### src/rtl/instr_loader_pkg.sv
// Shared definitions for the instruction-memory loader: imem geometry, NOP fill
// value and loader FSM state codes.
package instr_loader_pkg;

  localparam int          IMEM_ADDR_W = 10;
  localparam logic [31:0] NOP_INSTR   = 32'h0000_0013;  // addi x0,x0,0

  typedef enum logic [2:0] {
    S_IDLE,
    S_HDR0,
    S_HDR1,
    S_DATA,
    S_FILL,
    S_DONE
  } state_t;

  // Byte address of imem word `idx` relative to `base`.
  function automatic logic [31:0] word_addr(input logic [31:0] base, input logic [31:0] idx);
    return base + (idx << 2);
  endfunction

endpackage

### src/rtl/instr_loader_byte_packer.sv
// Assembles four consecutive stream bytes into a 32-bit little-endian word;
// word_valid pulses combinationally on the fourth byte.
module instr_loader_byte_packer (
  input  logic        clk,
  input  logic        rst_n,
  input  logic        clr,
  input  logic        in_valid,
  input  logic [7:0]  in_data,
  output logic        word_valid,
  output logic [31:0] word
);

  logic [1:0]  idx;
  logic [23:0] lo;

  // The fourth byte is never stored; it is spliced straight into the word.
  assign word       = {in_data, lo};
  assign word_valid = in_valid && (idx == 2'd3);

  always_ff @(posedge clk or negedge rst_n) begin
    if (!rst_n) begin
      idx <= '0;
      lo  <= '0;
    end else if (clr) begin
      idx <= '0;
    end else if (in_valid) begin
      idx <= idx + 2'd1;
      case (idx)
        2'd0:    lo[7:0]   <= in_data;
        2'd1:    lo[15:8]  <= in_data;
        2'd2:    lo[23:16] <= in_data;
        default: ;
      endcase
    end
  end

endmodule

### src/rtl/instr_loader.sv
// Instruction-memory writer: parses a length-prefixed byte stream, writes the
// packed words to imem and optionally pads the remaining words with NOPs.
module instr_loader
  import instr_loader_pkg::*;
#(
  parameter int          ADDR_W     = IMEM_ADDR_W,
  parameter logic [31:0] START_ADDR = 32'h0,
  parameter bit          FILL_NOP   = 1'b1,
  parameter logic [31:0] NOP_WORD   = NOP_INSTR
) (
  input  logic        clk,
  input  logic        rst_n,
  input  logic        load_start,
  input  logic        in_valid,
  input  logic [7:0]  in_data,
  output logic        in_ready,
  output logic        we,
  output logic [31:0] waddr,
  output logic [31:0] wdata,
  output logic        busy,
  output logic        done,
  output logic        err
);

  localparam int          DEPTH    = 2 ** ADDR_W;
  localparam logic [31:0] DEPTH_32 = 32'(DEPTH);
  localparam logic [ADDR_W:0] LAST_IDX = (ADDR_W + 1)'(DEPTH - 1);

  state_t          state, state_nx;
  logic [15:0]     len;
  logic [ADDR_W:0] word_idx;
  logic [15:0]     hdr_len;
  logic [31:0]     cur_addr;
  logic            last_word, last_fill, fill_after;
  logic            pk_in, pk_valid;
  logic [31:0]     pk_word;
  logic            start, lat_lo, lat_hi, reject, wr_data, wr_fill, finish;

  assign in_ready   = (state == S_HDR0) || (state == S_HDR1) || (state == S_DATA);
  assign hdr_len    = {in_data, len[7:0]};
  assign cur_addr   = word_addr(START_ADDR, 32'(word_idx[ADDR_W-1:0]));
  assign last_word  = (32'(word_idx) + 32'd1) == 32'(len);
  assign last_fill  = (word_idx == LAST_IDX);
  assign fill_after = FILL_NOP && (32'(len) < DEPTH_32);
  assign pk_in      = in_valid && (state == S_DATA);

  instr_loader_byte_packer u_packer (
    .clk        (clk),
    .rst_n      (rst_n),
    .clr        (start),
    .in_valid   (pk_in),
    .in_data    (in_data),
    .word_valid (pk_valid),
    .word       (pk_word)
  );

  always_ff @(posedge clk or negedge rst_n) begin
    if (!rst_n) state <= S_IDLE;
    else        state <= state_nx;
  end

  always_comb begin
    state_nx = state;
    start    = 1'b0;
    lat_lo   = 1'b0;
    lat_hi   = 1'b0;
    reject   = 1'b0;
    wr_data  = 1'b0;
    wr_fill  = 1'b0;
    finish   = 1'b0;
    case (state)
      S_IDLE: if (load_start) begin
        start    = 1'b1;
        state_nx = S_HDR0;
      end
      S_HDR0: if (in_valid) begin
        lat_lo   = 1'b1;
        state_nx = S_HDR1;
      end
      S_HDR1: if (in_valid) begin
        lat_hi = 1'b1;
        if (32'(hdr_len) > DEPTH_32) begin
          reject   = 1'b1;
          state_nx = S_IDLE;
        end else if (hdr_len == 16'd0) begin
          state_nx = FILL_NOP ? S_FILL : S_DONE;
        end else begin
          state_nx = S_DATA;
        end
      end
      // Leaving DATA on the last byte lets the final data write and the first
      // NOP write land on consecutive cycles.
      S_DATA: if (pk_valid) begin
        wr_data = 1'b1;
        if (last_word) state_nx = fill_after ? S_FILL : S_DONE;
      end
      S_FILL: begin
        wr_fill = 1'b1;
        if (last_fill) state_nx = S_DONE;
      end
      S_DONE: begin
        finish   = 1'b1;
        state_nx = S_IDLE;
      end
      default: state_nx = S_IDLE;
    endcase
  end

  always_ff @(posedge clk or negedge rst_n) begin
    if (!rst_n) begin
      len      <= '0;
      word_idx <= '0;
      we       <= 1'b0;
      waddr    <= START_ADDR;
      wdata    <= '0;
      busy     <= 1'b0;
      done     <= 1'b0;
      err      <= 1'b0;
    end else begin
      we <= 1'b0;
      if (start) begin
        busy     <= 1'b1;
        done     <= 1'b0;
        err      <= 1'b0;
        len      <= '0;
        word_idx <= '0;
      end
      if (lat_lo) len[7:0]  <= in_data;
      if (lat_hi) len[15:8] <= in_data;
      if (reject) begin
        err  <= 1'b1;
        busy <= 1'b0;
      end
      if (wr_data || wr_fill) begin
        we       <= 1'b1;
        wdata    <= wr_data ? pk_word : NOP_WORD;
        waddr    <= cur_addr;
        word_idx <= word_idx + 1'b1;
      end
      // busy drops together with done, after the final write has been issued.
      if (finish) begin
        busy <= 1'b0;
        done <= 1'b1;
      end
    end
  end

endmodule

### config.mk
export PLATFORM = sky130hd
export DESIGN_NAME = instr_loader
export DESIGN_NICKNAME = d
export VERILOG_FILES = /design/src/rtl/instr_loader_pkg.sv /design/src/rtl/instr_loader_byte_packer.sv /design/src/rtl/instr_loader.sv
export SDC_FILE = /design/constraint.sdc
export NUM_CORES = 1
export LEC_CHECK = 0
export ABC_CLOCK_PERIOD_IN_PS = 4900
export CORE_ASPECT_RATIO = 0.7
export CORE_MARGIN = 3
export CORE_UTILIZATION = 55
export DETAILED_ROUTE_END_ITERATION = 8
export GPL_TIMING_DRIVEN = 1
export PLACE_DENSITY_LB_ADDON = 0.05
export SYNTH_ARGS = -nofsm -noshare
export SYNTH_HDL_FRONTEND = slang
export SYNTH_SLANG_ARGS = --single-unit
### constraint.sdc
create_clock -name clk -period 4.9 [get_ports clk]
set_clock_uncertainty 0.15 [all_clocks]
set_input_delay 0.49 -clock clk [delete_from_list [all_inputs] [get_ports clk]]
set_output_delay 0.49 -clock clk [all_outputs]
set_load 0.01 [all_outputs]
==> results of run 1 <==
flip-flops by register name (all words and copies together) (netlist names):
name / flops
busy: 1
u_packer.idx: 2
word_idx: 11
state: 3
err: 1
wdata: 32
done: 1
waddr: 10
len: 16
we: 1
u_packer.lo: 24
metrics by stage:
stage          hold WS, ns  util [%]
3_5_place_dp         0.312      63.0
2_1_floorplan       0.0444         -
6_report             0.102      66.3
4_1_cts              0.135      66.3
5_1_grt              0.179      66.3
3_3_place_gp         0.300      63.0
area by class of cell:
class / count / area (µm²)
well taps: 120 / 150
repair buffers: 61 / 601
flip-flops and latches: 102 / 2550
multi-input cells: 357 / 2040
fillers: 707 / 2880
clock inverters: 3 / 46.3
inverters: 9 / 33.8
clock buffers: 12 / 236
worst max-delay path: stages (launching register included):
cell and delay [ns]:
dfrtp_1 0.49, nor2_1 0.31, nand2_1 0.67, o22ai_1 0.53, mux2i_1 0.23, o21ai_1 0.08
kinds of logic after synthesis:
kind of cell	count (synthesis)	synth area share, %
multiplexers	26	5.96
flip-flops	102	52.4
AND/OR/NAND/NOR	193	18.2
XOR/XNOR	14	2.52
adder cells (fa/ha/maj)	5	1.28
AO/OA/AOI/OAI	97	12.3
buffers and inverters	59	7.27
other	1	0.0770
how the worst min path moves through the flow:
stage | start | endpoint | cells after the start
final | rst_n | waddr[4] | 1
after global routing | rst_n | waddr[4] | 1
after CTS | rst_n | waddr[4] | 1
after detailed placement | waddr[6] | waddr[6] | 2
after global placement | waddr[6] | waddr[6] | 2
after floorplan | rst_n | busy | 0
synthesized netlist by cell type (all sizes together) (4+ instances only):
library cell  instances  area share, %
nand2               124            9.6
nor3                  6           0.85
nand4                 6           0.90
ha                    5            1.3
a211oi                5           0.77
clkbuf               13            1.0
xor2                  5           0.90
dfrtp               102             52
nand3                 8           0.92
nor2                 24            2.1
a22o                  8            1.5
xnor2                 9            1.6
inv                   9           0.69
o21ai                62            6.4
o31ai                 8            1.5
buf                  37            5.6
mux2                 24            5.5
a21oi                 4           0.41
report_power, final:
| group | leakage [nW] | total [mW] | switching, mW | internal [mW] |
|---|---|---|---|---|
| combinational | 1.12 | 1.20 | 0.571 | 0.624 |
| sequential | 1.28 | 1.45 | 0.260 | 1.19 |
| clock | 0.133 | 0.697 | 0.302 | 0.395 |
routing by layer:
layer | share of wire (%) | track usage, % | routed length (µm) | vias up
li1 | - | - | - | 1731
met1 | 49 | 35.1 | 5360 | 1833
met2 | 43 | 33.8 | 4690 | 140
met3 | 7.3 | 7.27 | 796 | 7
met4 | 0.58 | 4.21 | 63 | 0
met5 | 0 | 0 | 0 | -
==> results.py, run 1 <==
metrics = {
    "outcome": {
        "status": "finished clean",
    },
    "yosys": {
        "ys_seq_elements": 102,
        "synth_area_mm2": 0.00487,
        "yosysSeqAreaShare_pct": 52.4,
        "syn_inst": 497,
        "yosys_warnings": 0,
        "avgSynthCellArea_um2": 9.80,
        "synthArstFlopShare_pct": 100,
        "synth-main-ff-cell": "dfrtp_1",
        "yosysUniqueCellTypes": 54,
        "synth-edff-count": 0,
    },
    "sta": {
        "finalSetupTns_ns": 0,
        "timing.final.crit_period_ns": 2.58,
        "finalSetupViolCount": 0,
        "fmax_mhz": 388,
        "fin_ws_ns": 2.32,
        "rsz0062_at_grt": "no",
        "period_share_pct": 52.6,
        "hold_viol_final": 0,
        "maxSlewViolCount": 0,
        "slew_headroom_pct": 30.1,
        "worst_pin_slew_ns": 1.05,
    },
    "setup_path": {
        "critPathMaxFanout": 30,
        "ff2ff_setup_slack_ns": 2.32,
        "cp_data_arrival_time_ns": 2.65,
        "worstPathRequired_ns": 4.98,
        "startpoint_type": "register",
        "reg2reg_depth": 5,
        "cp-endpoint": "state[1]",
        "path_class": "register to register",
        "timing.rr.start": "state[1]",
        "r2r_end": "state[1]",
        "worst_setup_path_end_kind": "register",
        "startpoint": "state[1]",
    },
    "drt": {
        "drc": 0,
        "avgRoutedWirePerCell_um": 16.4,
        "ant_nets": 0,
        "vias": 3711,
        "finalWirelength_um": 10900,
        "drtIter0Drc": 270,
        "via_per_inst": 5.59,
        "firstDrtPassIters": 5,
    },
    "clock_network": {
        "cts_resized": 0,
        "cts_num_sinks": 102,
        "cts_tree": "done",
        "numCtsBuffers": 9,
        "cts_root_buf": "clkbuf_16",
        "clock_latency_ns": 0.35,
        "path_clk_slew_ns": 0.06,
        "cts_setup_buffers": 0,
        "cts_hold_buffers": 0,
        "cts_max_path_buffers": 2,
        "htreeDepth": 3,
    },
    "power_and_ir_drop": {
        "ir_drop_mv": 0.320,
        "p_leak_nw": 2.53,
        "power_mw": 3.34,
        "p_per_area_mw_per_mm2": 591,
    },
    "placed_design": {
        "dp.cells": 649,
        "io_buffers": 58,
        "pre_cts_ws_ns": 2.01,
        "hpwl_um": 7530,
        "post_dp_cell_area_mm2": 0.00538,
        "routabilityCongestion": 0.919,
    },
    "floorplan": {
        "io_pins": 81,
        "core_area_mm2": 0.00855,
        "initial_core_util_pct": 57.0,
        "rows": 28,
        "die_h_um": 84.7,
        "die_x_um": 118,
        "die_area_mm2": 0.0100,
    },
    "global_route": {
        "grt_pass1_vias": 3636,
        "antenna_found_initial": 0,
        "grt_pass1_wl_um": 18600,
        "overflow": 0,
        "grt_max_degree": 69,
        "grt_use_total_pct": 23.3,
    },
    "finish": {
        "n_antenna_cell": 0,
        "fin_cells": 664,
        "layout_common_cells": "nand2_1, dfrtp_1, o21ai_0, clkdlybuf4s50_1, mux2_2",
        "syn_to_final_growth_pct": 16.3,
        "final_common_cell": "nand2_1",
        "final_nets": 557,
        "finalInstanceArea_mm2": 0.00566,
        "drive_above_1_share_pct": 9.93,
    },
    "min_path": {
        "hold_path.class": "primary input to asynchronous set/reset pin",
    },
    "flow_run": {
        "cap_viol_max_count": 0,
    },
}
No activity file was read; power rests on OpenSTA's default activity.
==> run 2, diff against run 1 <==
ABC_CLOCK_PERIOD_IN_PS = 2120   (was 4900)
CORE_UTILIZATION = 48   (was 55)
clock period = 2.12 ns   (was 4.9 ns; I/O delays follow)
==> run 2 against run 1 <==
Via count grew 4.3%. Utilization shrank 1.5 points. Power grew 150%. Largest power group is now combinational cells.
==> results.py, run 2 (synthesis results as in run 1) <==
metrics = {
    "global_route": {
        "grt_max_degree": 62,
        "grt_use_met3_pct": 5.38,
        "antenna_found_initial": 0,
        "met1_usage_pct": 33.5,
        "grt_pass1_vias": 3739,
        "grt_use_total_pct": 21.2,
        "grt-busiest-layer": "met1",
        "grtUsageMet2_pct": 29.9,
        "grt_pass1_wl_um": 19500,
        "overflow": 0,
    },
    "sta": {
        "maxSlewViolCount": 0,
        "period_share_pct": 99.7,
        "finalSetupViolCount": 0,
        "hold_viol_final": 0,
        "rsz0062_at_grt": "yes",
        "timing.final.crit_period_ns": 2.11,
        "fmax_mhz": 473,
    },
    "finish": {
        "n_antenna_cell": 0,
        "final_nets": 615,
        "final_common_cell": "nand2_1",
        "fin_util_pct": 64.7,
        "layout_common_cells": "nand2_1, dfrtp_1, o21ai_0, clkdlybuf4s50_1, buf_4",
        "syn_to_final_growth_pct": 30.2,
        "regMostFlops": "wdata",
        "largest_register_ffs": 32,
        "drive_above_1_share_pct": 22.1,
        "reg.largest.list": "wdata: 32 flops, u_packer.lo: 24 flops, len: 16 flops",
    },
    "min_path": {
        "hold_path.class": "primary input to asynchronous set/reset pin",
    },
    "power_and_ir_drop": {
        "p_per_area_mw_per_mm2": 1300,
        "power_mw": 8.25,
        "p_leak_nw": 2.87,
        "ir_drop_mv": 0.688,
    },
    "clock_network": {
        "clock_latency_ns": 0.34,
        "cts_num_sinks": 102,
        "path_clk_slew_ns": 0.07,
        "cts_max_path_buffers": 2,
        "numCtsBuffers": 9,
        "cts_root_buf": "clkbuf_16",
        "htreeDepth": 3,
        "cts_tree": "done",
    },
    "setup_path": {
        "cp_data_arrival_time_ns": 1.75,
        "cp_slowest_cell": "clkdlybuf4s50_1",
        "startpoint_type": "register",
        "critPathMaxFanout": 7,
        "max_stage_delay_ns": 0.55,
        "worst_setup_path_end_kind": "output port",
        "startpoint": "state[1]",
        "path_class": "register to output port",
        "cp_cell_sequence": "nor2_1 -> buf_4 -> nor2_1 -> clkdlybuf4s50_1",
        "cp_top_family": "buffers and inverters",
        "timing.rr.start": "len[7]",
        "worstPathRequired_ns": 1.76,
        "crit_buf_inv": 2,
        "cp_common_cell": "nor2_1",
    },
    "drt": {
        "vias": 3870,
        "firstDrtPassIters": 5,
        "finalWirelength_um": 12000,
        "via_per_inst": 5.29,
        "drc": 0,
        "avgRoutedWirePerCell_um": 16.4,
        "ant_nets": 0,
        "drtIter0Drc": 229,
    },
    "placed_design": {
        "hpwl_um": 8450,
        "routabilityCongestion": 0.921,
        "io_buffers": 58,
    },
    "floorplan": {
        "io_pins": 81,
        "initial_core_util_pct": 49.7,
        "die_h_um": 90.3,
        "core_area_mm2": 0.00980,
        "die_area_mm2": 0.0114,
        "rows": 30,
        "die_x_um": 126,
    },
    "outcome": {
        "status": "finished clean",
    },
    "flow_run": {
        "cap_viol_max_count": 0,
    },
}
run 2: routing by layer:
layer / part of all wire (%) / wire length (µm)
met1: 51 / 6090
met3: 5.8 / 698
met5: 0 / 0
met2: 43 / 5110
met4: 0.85 / 102
run 2: repair_timing:
| item | CTS | global route |
|---|---|---|
| endpoints found under the setup margin | 3 | 5 |
| hold buffers | 1 | 0 |
| endpoints found under the hold margin | 29 | 0 |
| pin swaps | 1 | 11 |
| cloned | 0 | 0 |
| resized for setup | 5 | 26 |
| setup buffers | 0 | 2 |
run 2: metrics by stage:
step	instances	hold slack, ns	cell area [µm²]	setup TNS (ns)	setup slack, ns
after floorplan	518	-0.234	4950	0	0.0341
final	731	0.211	6340	0	0.00718
after CTS	729	0.214	6170	0	0.000167
after global routing	731	0.249	6340	-0.320	-0.109
after global placement	712	0.0301	5850	-0.632	-0.244
after detailed placement	712	0.0367	5850	-0.642	-0.238
run 2: final cells by class:
type	count	area, µm²
Clock inverter	7	66.3
Tap cell	128	160
Clock buffer	9	225
Multi-Input combinational cell	357	2190
Inverter	9	33.8
Timing Repair Buffer	119	1110
Fill cell	777	3460
Sequential cell	102	2550
run 2: power by group:
group	switching (mW)	internal, mW	leakage (nW)	total (mW)
clock network	0.794	0.826	0.142	1.62
registers	0.540	2.76	1.27	3.30
logic	1.53	1.80	1.45	3.33
total	2.87	5.38	2.87	8.25
run 2: final timing paths:
path	end	slack, ns	cells past startpoint
hold / removal	wdata[9]	0.21	2
max in group asynchronous	word_idx[9]	1.03	3
setup reg to reg	state[0]	0.007	7
setup / recovery	in_ready	0.007	4
min in group clk	waddr[8]	0.32	2
hold reg to reg	waddr[8]	0.32	2
==> run 3, diff against run 2 <==
CORE_UTILIZATION = 32   (was 48)
==> run 3 against run 2 <==
Combinational power grew 5%. Utilization down 21 points. Final area grew 2.6%. Clock-buffer cell count rose by 3. Hold slack lost 0.051 ns. Largest cell class unchanged. Fmax shrank 1.9%. Sequential cell count unchanged. Setup slack worse by 0.040 ns. First-iteration DRC count shrank 14%. The run now ends with negative setup slack left. Non-clock buffer count is 12 higher. Register-to-register slack got worse by 0.04 ns.
==> results.py, run 3 (synthesis results as in run 1) <==
metrics = {
    "sta": {
        "hold_slack_ns": 0.160,
        "maxSlewViolCount": 0,
        "timing.final.crit_period_ns": 2.15,
        "fin_ws_ns": -0.0327,
        "rsz0062_at_grt": "yes",
        "hold_viol_final": 0,
        "worst_pin_slew_ns": 0.507,
        "fmax_mhz": 465,
        "slew_headroom_pct": 65.9,
        "finalSetupViolCount": 3,
        "finalSetupTns_ns": -0.0448,
        "period_share_pct": 102,
    },
    "power_and_ir_drop": {
        "p_int_mw": 5.64,
        "p_leak_nw": 2.93,
        "power_mw": 8.46,
        "ir_drop_mv": 0.557,
        "p_sw_share_pct": 33.3,
        "p_sw_mw": 2.82,
        "p_per_area_mw_per_mm2": 1300,
        "p_clk_share_pct": 20.1,
        "combinationalPowerShare_pct": 41.2,
        "p_seq_share_pct": 38.7,
    },
    "setup_path": {
        "worstPathRequired_ns": 2.20,
        "cp_cell_sequence": "or4_4 -> or4b_4 -> nand4_1 -> o21ai_1 -> mux2i_1 -> o21ai_1",
        "worst_setup_path_end_kind": "register",
        "max_stage_delay_ns": 0.54,
        "startpoint_type": "register",
        "reg2reg_depth": 6,
        "cp_common_cell": "o21ai_1",
        "path_class": "register to register",
        "ff2ff_setup_slack_ns": -0.03,
        "cp_data_arrival_time_ns": 2.23,
        "startpoint": "len[1]",
        "critPathMaxFanout": 2,
        "r2r_end": "state[1]",
        "cp-endpoint": "state[1]",
        "timing.rr.start": "len[1]",
        "cp.depth": 6,
        "cp_top_family": "simple AND/OR/NAND/NOR gates",
        "crit_buf_inv": 0,
        "cp_slowest_cell": "or4_4",
    },
    "global_route": {
        "met1_usage_pct": 23.7,
        "grtUsageMet2_pct": 23.2,
        "grt_use_met3_pct": 3.81,
        "grt_pass1_vias": 3784,
        "grt_use_total_pct": 15.9,
        "grt_pass1_wl_um": 20800,
        "grt-busiest-layer": "met1",
        "grt_max_degree": 62,
        "antenna_found_initial": 0,
        "overflow": 0,
    },
    "finish": {
        "fin_cells": 810,
        "final_common_cell": "nand2_1",
        "final-seq-area_mm2": 0.00255,
        "finalInstanceArea_mm2": 0.00651,
        "nFillCells": 1470,
        "syn_to_final_growth_pct": 33.6,
        "n_antenna_cell": 0,
        "largest_register_ffs": 32,
        "regMostFlops": "wdata",
        "drive_above_1_share_pct": 22.9,
        "reg.largest.list": "wdata: 32 flops, u_packer.lo: 24 flops, len: 16 flops",
        "layout_common_cells": "nand2_1, dfrtp_1, buf_4, o21ai_0, clkdlybuf4s50_1",
        "fin_util_pct": 43.9,
        "final_nets": 627,
        "multi_input_area_mm2": 0.00217,
    },
    "flow_run": {
        "cap_viol_max_count": 0,
    },
    "clock_network": {
        "cts_root_buf": "clkbuf_16",
        "cts_tree": "done",
        "path_clk_slew_ns": 0.07,
        "clock_latency_ns": 0.35,
        "htreeDepth": 3,
        "cts_max_path_buffers": 2,
        "cts_num_sinks": 102,
        "numCtsBuffers": 9,
    },
    "placed_design": {
        "hpwl_um": 9110,
        "post_dp_cell_area_mm2": 0.00600,
        "io_buffers": 58,
        "routabilityCongestion": 0.844,
        "pre_cts_ws_ns": -0.312,
        "dp.cells": 786,
    },
    "floorplan": {
        "die_area_mm2": 0.0168,
        "die_h_um": 109,
        "core_area_mm2": 0.0148,
        "initial_core_util_pct": 32.9,
        "die_x_um": 153,
        "io_pins": 81,
        "rows": 37,
    },
    "drt": {
        "drtIter0Drc": 198,
        "ant_nets": 0,
        "avgRoutedWirePerCell_um": 15.9,
        "via_per_inst": 4.78,
        "vias": 3871,
        "finalWirelength_um": 12900,
        "firstDrtPassIters": 4,
        "drc": 0,
    },
    "min_path": {
        "hold_path.class": "primary input to asynchronous set/reset pin",
    },
    "outcome": {
        "status": "complete, but fails checks",
        "violations": "negative setup slack",
    },
}
-- run 3: area by class of cell --
type,instances,share of cell area (%)
clock buffers,12,3.79
clock inverters,4,0.846
inverters,9,0.519
multi-input cells,357,33.3
flip-flops and latches,102,39.2
well taps,195,3.75
repair buffers,131,18.6
-- run 3: worst min path at each step --
stage,from,end,slack [ns]
after floorplan,rst_n,busy,-0.23
after global placement,rst_n,waddr[8],-0.01
after detailed placement,rst_n,waddr[8],-0.01
after CTS,rst_n,word_idx[3],0.16
after global routing,rst_n,word_idx[3],0.18
final,rst_n,word_idx[3],0.16
-- run 3: layer usage --
| layer | up-vias | wire length [µm] |
|---|---|---|
| met4 | 0 | 124 |
| met5 | - | 0 |
| met3 | 11 | 442 |
| li1 | 1873 | - |
| met1 | 1910 | 6870 |
| met2 | 77 | 5430 |
-- run 3: repair_timing --
action / CTS / global route
gates resized for setup: 4 / 22
setup endpoints to repair: 4 / 4
buffers inserted: 1 / 6
pin swaps: 2 / 14
hold buffers: 1 / 0
hold endpoints to repair: 74 / 0
-- run 3: power groups by stage --
stage                     clock (mW)  sequential (mW)  combinational [mW]
after CTS                       1.77             3.26                3.33
after global routing            1.83             3.39                3.86
after global placement             0             3.27                3.26
after detailed placement           0             3.28                3.30
final                           1.70             3.27                3.48
after floorplan                    0             3.35                1.64
